<file path="src/rtl/branch_predict_pipef_pkg.sv">
// branch_predict_pipef_pkg: shared counter encodings, default sizing and PC helper
package branch_predict_pipef_pkg;
  localparam logic [1:0] CNT_SNT = 2'b00;
  localparam logic [1:0] CNT_WNT = 2'b01;
  localparam logic [1:0] CNT_WT = 2'b10;
  localparam logic [1:0] CNT_ST = 2'b11;
  localparam logic [1:0] CNT_RST = CNT_WNT;
  localparam int DEF_IDX_W = 6;
  function automatic logic [31:0] pc_next(input logic [31:0] pc);
    return pc + 32'd4;
  endfunction
endpackage

</file>
<file path="src/rtl/branch_predict_pipef_sat_counter2.sv">
// sat_counter2: combinational 2-bit saturating counter next-state
module sat_counter2
  import branch_predict_pipef_pkg::*;
(
  input  logic [1:0] count,
  input  logic       taken,
  output logic [1:0] next
);
  // step toward taken/not-taken, clamping at the strong states
  always_comb
    next = taken ? ((count == CNT_ST) ? CNT_ST : count + 2'd1)
                 : ((count == CNT_SNT) ? CNT_SNT : count - 2'd1);
endmodule

</file>
<file path="src/rtl/branch_predict_pipef.sv">
// branch_predict_pipef: fetch-stage bimodal predictor + tagged BTB; optional stats via BPRED_STATS_EN
module branch_predict_pipef
  import branch_predict_pipef_pkg::*;
#(
  parameter int IDX_W = DEF_IDX_W,
  parameter int TAG_W = 32 - 2 - IDX_W
) (
  input  logic        iCLK,
  input  logic        iRST_N,
  input  logic [31:0] iFetchPC,
  output logic        oPredTaken,
  output logic [31:0] oPredTarget,
  input  logic        iUpdValid,
  input  logic [31:0] iUpdPC,
  input  logic        iUpdTaken,
  input  logic [31:0] iUpdTarget,
  input  logic        iUpdPredTaken,
  input  logic [31:0] iUpdPredTarget,
  output logic        oMispredict,
  output logic [31:0] oRedirectPC,
  output logic [31:0] oStatBranches,
  output logic [31:0] oStatMispredicts
);
  localparam int DEPTH = 1 << IDX_W;
  logic [1:0]       cnt [DEPTH];
  logic             vld [DEPTH];
  logic [TAG_W-1:0] tag [DEPTH];
  logic [31:0]      tgt [DEPTH];
  logic [IDX_W-1:0] fidx, uidx;
  logic [TAG_W-1:0] ftag, utag;
  logic [1:0]       cnt_nxt;
  logic             hit, mis;
  logic [3:0]       unused_pc_lsbs;
  assign fidx = iFetchPC[IDX_W+1:2];
  assign ftag = iFetchPC[31:IDX_W+2];
  assign uidx = iUpdPC[IDX_W+1:2];
  assign utag = iUpdPC[31:IDX_W+2];
  assign unused_pc_lsbs = {iFetchPC[1:0], iUpdPC[1:0]};
  // combinational lookup from current table contents (no update bypass)
  always_comb begin
    hit = vld[fidx] && (tag[fidx] == ftag);
    oPredTaken = hit && cnt[fidx][1];
    oPredTarget = oPredTaken ? tgt[fidx] : pc_next(iFetchPC);
    mis = iUpdValid && ((iUpdTaken != iUpdPredTaken) || (iUpdTaken && (iUpdTarget != iUpdPredTarget)));
  end
  sat_counter2 u_sat (
    .count(cnt[uidx]),
    .taken(iUpdTaken),
    .next (cnt_nxt)
  );
  // counters and valid bits need async clear, so they live in flops
  always_ff @(posedge iCLK or negedge iRST_N)
    if (!iRST_N) begin
      for (int i = 0; i < DEPTH; i++) begin
        cnt[i] <= CNT_RST;
        vld[i] <= 1'b0;
      end
    end else if (iUpdValid) begin
      cnt[uidx] <= cnt_nxt;
      if (iUpdTaken) vld[uidx] <= 1'b1;
    end
  // tags and targets are only meaningful behind a valid bit, so no reset
  always_ff @(posedge iCLK)
    if (iRST_N && iUpdValid && iUpdTaken) begin
      tag[uidx] <= utag;
      tgt[uidx] <= iUpdTarget;
    end
  // one-cycle registered redirect pulse toward PC mux and flush logic
  always_ff @(posedge iCLK or negedge iRST_N)
    if (!iRST_N) begin
      oMispredict <= 1'b0;
      oRedirectPC <= '0;
    end else begin
      oMispredict <= mis;
      oRedirectPC <= mis ? (iUpdTaken ? iUpdTarget : pc_next(iUpdPC)) : '0;
    end
`ifdef BPRED_STATS_EN
  logic [31:0] n_br, n_mis;
  // saturating resolved-branch and mispredict counters
  always_ff @(posedge iCLK or negedge iRST_N)
    if (!iRST_N) begin
      n_br <= '0;
      n_mis <= '0;
    end else begin
      if (iUpdValid && ~&n_br) n_br <= n_br + 32'd1;
      if (mis && ~&n_mis) n_mis <= n_mis + 32'd1;
    end
  assign oStatBranches = n_br;
  assign oStatMispredicts = n_mis;
`else
  assign oStatBranches = '0;
  assign oStatMispredicts = '0;
`endif
endmodule

</file>
<file path="config.mk">
export PLATFORM = sky130hd
export DESIGN_NAME = branch_predict_pipef
export DESIGN_NICKNAME = d
export VERILOG_FILES = /design/src/rtl/branch_predict_pipef_pkg.sv /design/src/rtl/branch_predict_pipef_sat_counter2.sv /design/src/rtl/branch_predict_pipef.sv
export SDC_FILE = /design/constraint.sdc
export NUM_CORES = 2
export LEC_CHECK = 0
export BUFFER_PORTS_ARGS = -buffer_cell sky130_fd_sc_hd__buf_2
export CORE_MARGIN = 10
export CORE_UTILIZATION = 65
export CTS_CLUSTER_SIZE = 12
export DETAILED_ROUTE_END_ITERATION = 16
export PLACE_DENSITY = 0.78
export REMOVE_ABC_BUFFERS = 1
export SLEW_MARGIN = 10
export SYNTH_ARGS = -nofsm -noshare
export SYNTH_HDL_FRONTEND = slang
export SYNTH_SLANG_ARGS = --single-unit
export TNS_END_PERCENT = 30
</file>
<file path="constraint.sdc">
create_clock -name iCLK -period 13.7 [get_ports iCLK]
set_input_delay 2.055 -clock iCLK [delete_from_list [all_inputs] [get_ports iCLK]]
set_output_delay 2.055 -clock iCLK [all_outputs]
set_load 0.1 [all_outputs]
</file>
==> out/results.ini <==
[placement]
post_dp_cell_area_um2=154000
gp_congestion=0.941
numPortBuffers=198
place_inst=9893
dp_hpwl_um=248000

[final_layout]
instances_no_fill=10500
area_growth_pct=10.8
drive_gt1_share_pct=29.4
fin_nets=7407
finish.instance_area_um2=165000

[routing]
first_iter_violations=15800
drc_errors=0
ant_nets=0
wirelength_um=476000
wire_per_inst_um=45.4
vias_per_cell=7.80
vias=81800
drt_first_pass_iters=9

[run_status]
outcome=completed

[power]
p_leak_nw=53.1
powerDensity_nw_per_um2=145
max-vdd-ir-drop_mv=0.156

[sta]
timing.fmax_mhz=95.7
relSlewSlack_pct=5.01
min_period_ns=10.45
setup_violations=0
rsz0062_at_grt=false
finClkSkew_ns=0.0668
hold_ws_ns=0.463
drv_slew=0
hold_viol_final=0
max_slew.worst_pin.slew_ns=1.41
period_share_pct=76.3
finalSetupTns_ns=0

[die]
coreArea_um2=228000
die_h_um=499
initial_core_util_pct=65.5
floorplan.die_area_um2=249000
io_pins=263
fp.dieW_um=499
rows=175

[synth]
synth_xor_area_share_pct=0.564
synth-compound-area-share_pct=2.33
ys.flop_type=edfxtp_1
syn-cell-area_um2=149000
synth_async_sr_flop_share_pct=5.91
synth_fa_ha_area_share_pct=0.0302
synthSimpleGateAreaFrac_pct=1.95
synth-edff-count=3584
synthCells=6789
synth.largest_area_cell=edfxtp_1
yosysTopAreaCellShare_pct=72.1
ys_warn_count=0
ys_ff_latch=3809
synth.mux.area_fraction_pct=17.5
synth.distinct_cells=76
post-synth-top-count-cell=edfxtp_1
synth_top_family_by_area=multiplexers
ys_seq_area_share_pct=76.0
synth.area.top_cells=edfxtp_1, mux4_2, dfrtp_1
synth.avg_cell_area_um2=22.0
synth.cells.most_frequent=edfxtp_1, mux4_2, nand2_1

[global_route]
grt_pass1_wl_um=653000
gr-total-overflow=0
grt_max_degree=133
grtUsageTotal_pct=38.1
antenna_found_initial=25
grt_pass1_vias=80700

[clock_network]
cts_htree_levels=5
ctsHoldBuffers=0
cts_root_buf=clkbuf_16
cts_buffer_depth=4
postCtsSetupBuffers=0
clkLatencyLatePin_ns=1.00
clkSinkCount=3809
cts_tree=yes
clk_pin_slew_ns=0.05
ctsResizeCount=0
cts_made_buffers=385

[critical_path]
cpPeakStageDelay_ns=0.84
required_ns=11.64
critPathMaxFanout=41
critical_path_class=primary input to output port
crit_chain=buf_4 -> buf_4 -> inv_8 -> buf_4 -> mux4_2 -> o22ai_1 -> a21oi_1 -> a211oi_1 -> nand4_1 -> nor4_4 -> buf_4 -> buf_4 -> mux2_2 -> buf_2
cp.arrival_ns=8.39
critical-path-slowest-cell=a211oi_1
critPathCaptureType=output port
startpoint_type=primary input
crit_family=buffers and inverters
crit_top_cell=buf_4
critical_path_buf_inv_count=7

[worst_hold_path]
hp-class=flip-flop to flip-flop

[flow_run]
maxCapViolations=0

## sequential cells by signal (all words and copies together) (netlist names)
signal       flops
cnt            128
oMispredict      1
oRedirectPC     32
tag           1536
tgt           2048
vld             64
## through the flow
stage          power, mW  setup WS (ns)  util (%)
6_report            24.0           3.25      72.5
3_3_place_gp        14.6           3.42      67.8
4_1_cts             23.9           3.38      72.5
3_5_place_dp        14.7           3.43      67.8
2_1_floorplan       13.9           2.21         -
5_1_grt             24.4           3.10      72.5
## layout make-up
| type | count | area [um2] |
|---|---|---|
| flip-flops and latches | 3809 | 113000 |
| fillers | 12100 | 62600 |
| multi-input cells | 2592 | 34100 |
| clock buffers | 514 | 10400 |
| well taps | 3009 | 3760 |
| repair buffers | 469 | 3300 |
| clock inverters | 53 | 377 |
| inverters | 15 | 66.3 |
| diodes | 19 | 47.5 |
## placed cells by master, fill, tap and decap left out, types with 10 or more instances in the layout
cell,instances
buf_2,189
o21ai_0,63
a22o_1,20
and2_1,17
o211ai_1,15
mux2i_1,130
mux2_2,112
buf_12,18
clkbuf_1,113
nor2_4,32
clkbuf_16,394
a21oi_1,105
mux4_2,1037
nor2_1,158
nor3_1,15
a31oi_1,27
xnor2_1,50
a221oi_1,39
buf_4,258
diode_2,19
o22ai_1,17
a211oi_1,10
a21o_1,38
dfstp_2,64
conb_1,64
nand2_1,208
a22oi_1,86
edfxtp_1,3584
nor3_2,34
dfrtp_1,161
o21bai_1,33
and3_1,14
xor2_1,46
nand3_1,52
nand4_1,28
clkinv_1,35
nand2b_1,10
nor4_1,11
## kinds of logic after synthesis
kind of cell               Yosys count
buffers and inverters              451
and+or+nand+nor                    633
adders and majority gates            4
DFF                               3809
muxes                             1286
xor gates and xnor gates            96
AOI/OAI and AO/OA                  509
other                                1
## where the power goes
part | internal, mW | switching [mW]
clock network | 5.31 | 4.20
registers | 12.9 | 0.0630
logic | 0.511 | 1.03
## routing by layer
layer | vias up | routed length [um] | global-route usage (%)
met4 | 14 | 43100 | 26.1
met3 | 2005 | 77400 | 13.6
met5 | - | 149 | 0
li1 | 29300 | - | -
met1 | 41700 | 144000 | 48.8
met2 | 8726 | 211000 | 55.4
## final timing paths
check	from	to	cells after the start	slack, ns
worst max-delay path	iFetchPC[5]	oPredTarget[10]	14	3.25
worst min-delay path	vld[50]	vld[50]	1	0.46
worst max register to register	cnt[90]	cnt[100]	8	10.43
worst min register to register	vld[50]	vld[50]	1	0.46
max in group asynchronous	iRST_N	vld[38]	2	11.18
min in group asynchronous	iRST_N	cnt[101]	1	1.20
Note: power is estimated with default switching activity, not from simulation.
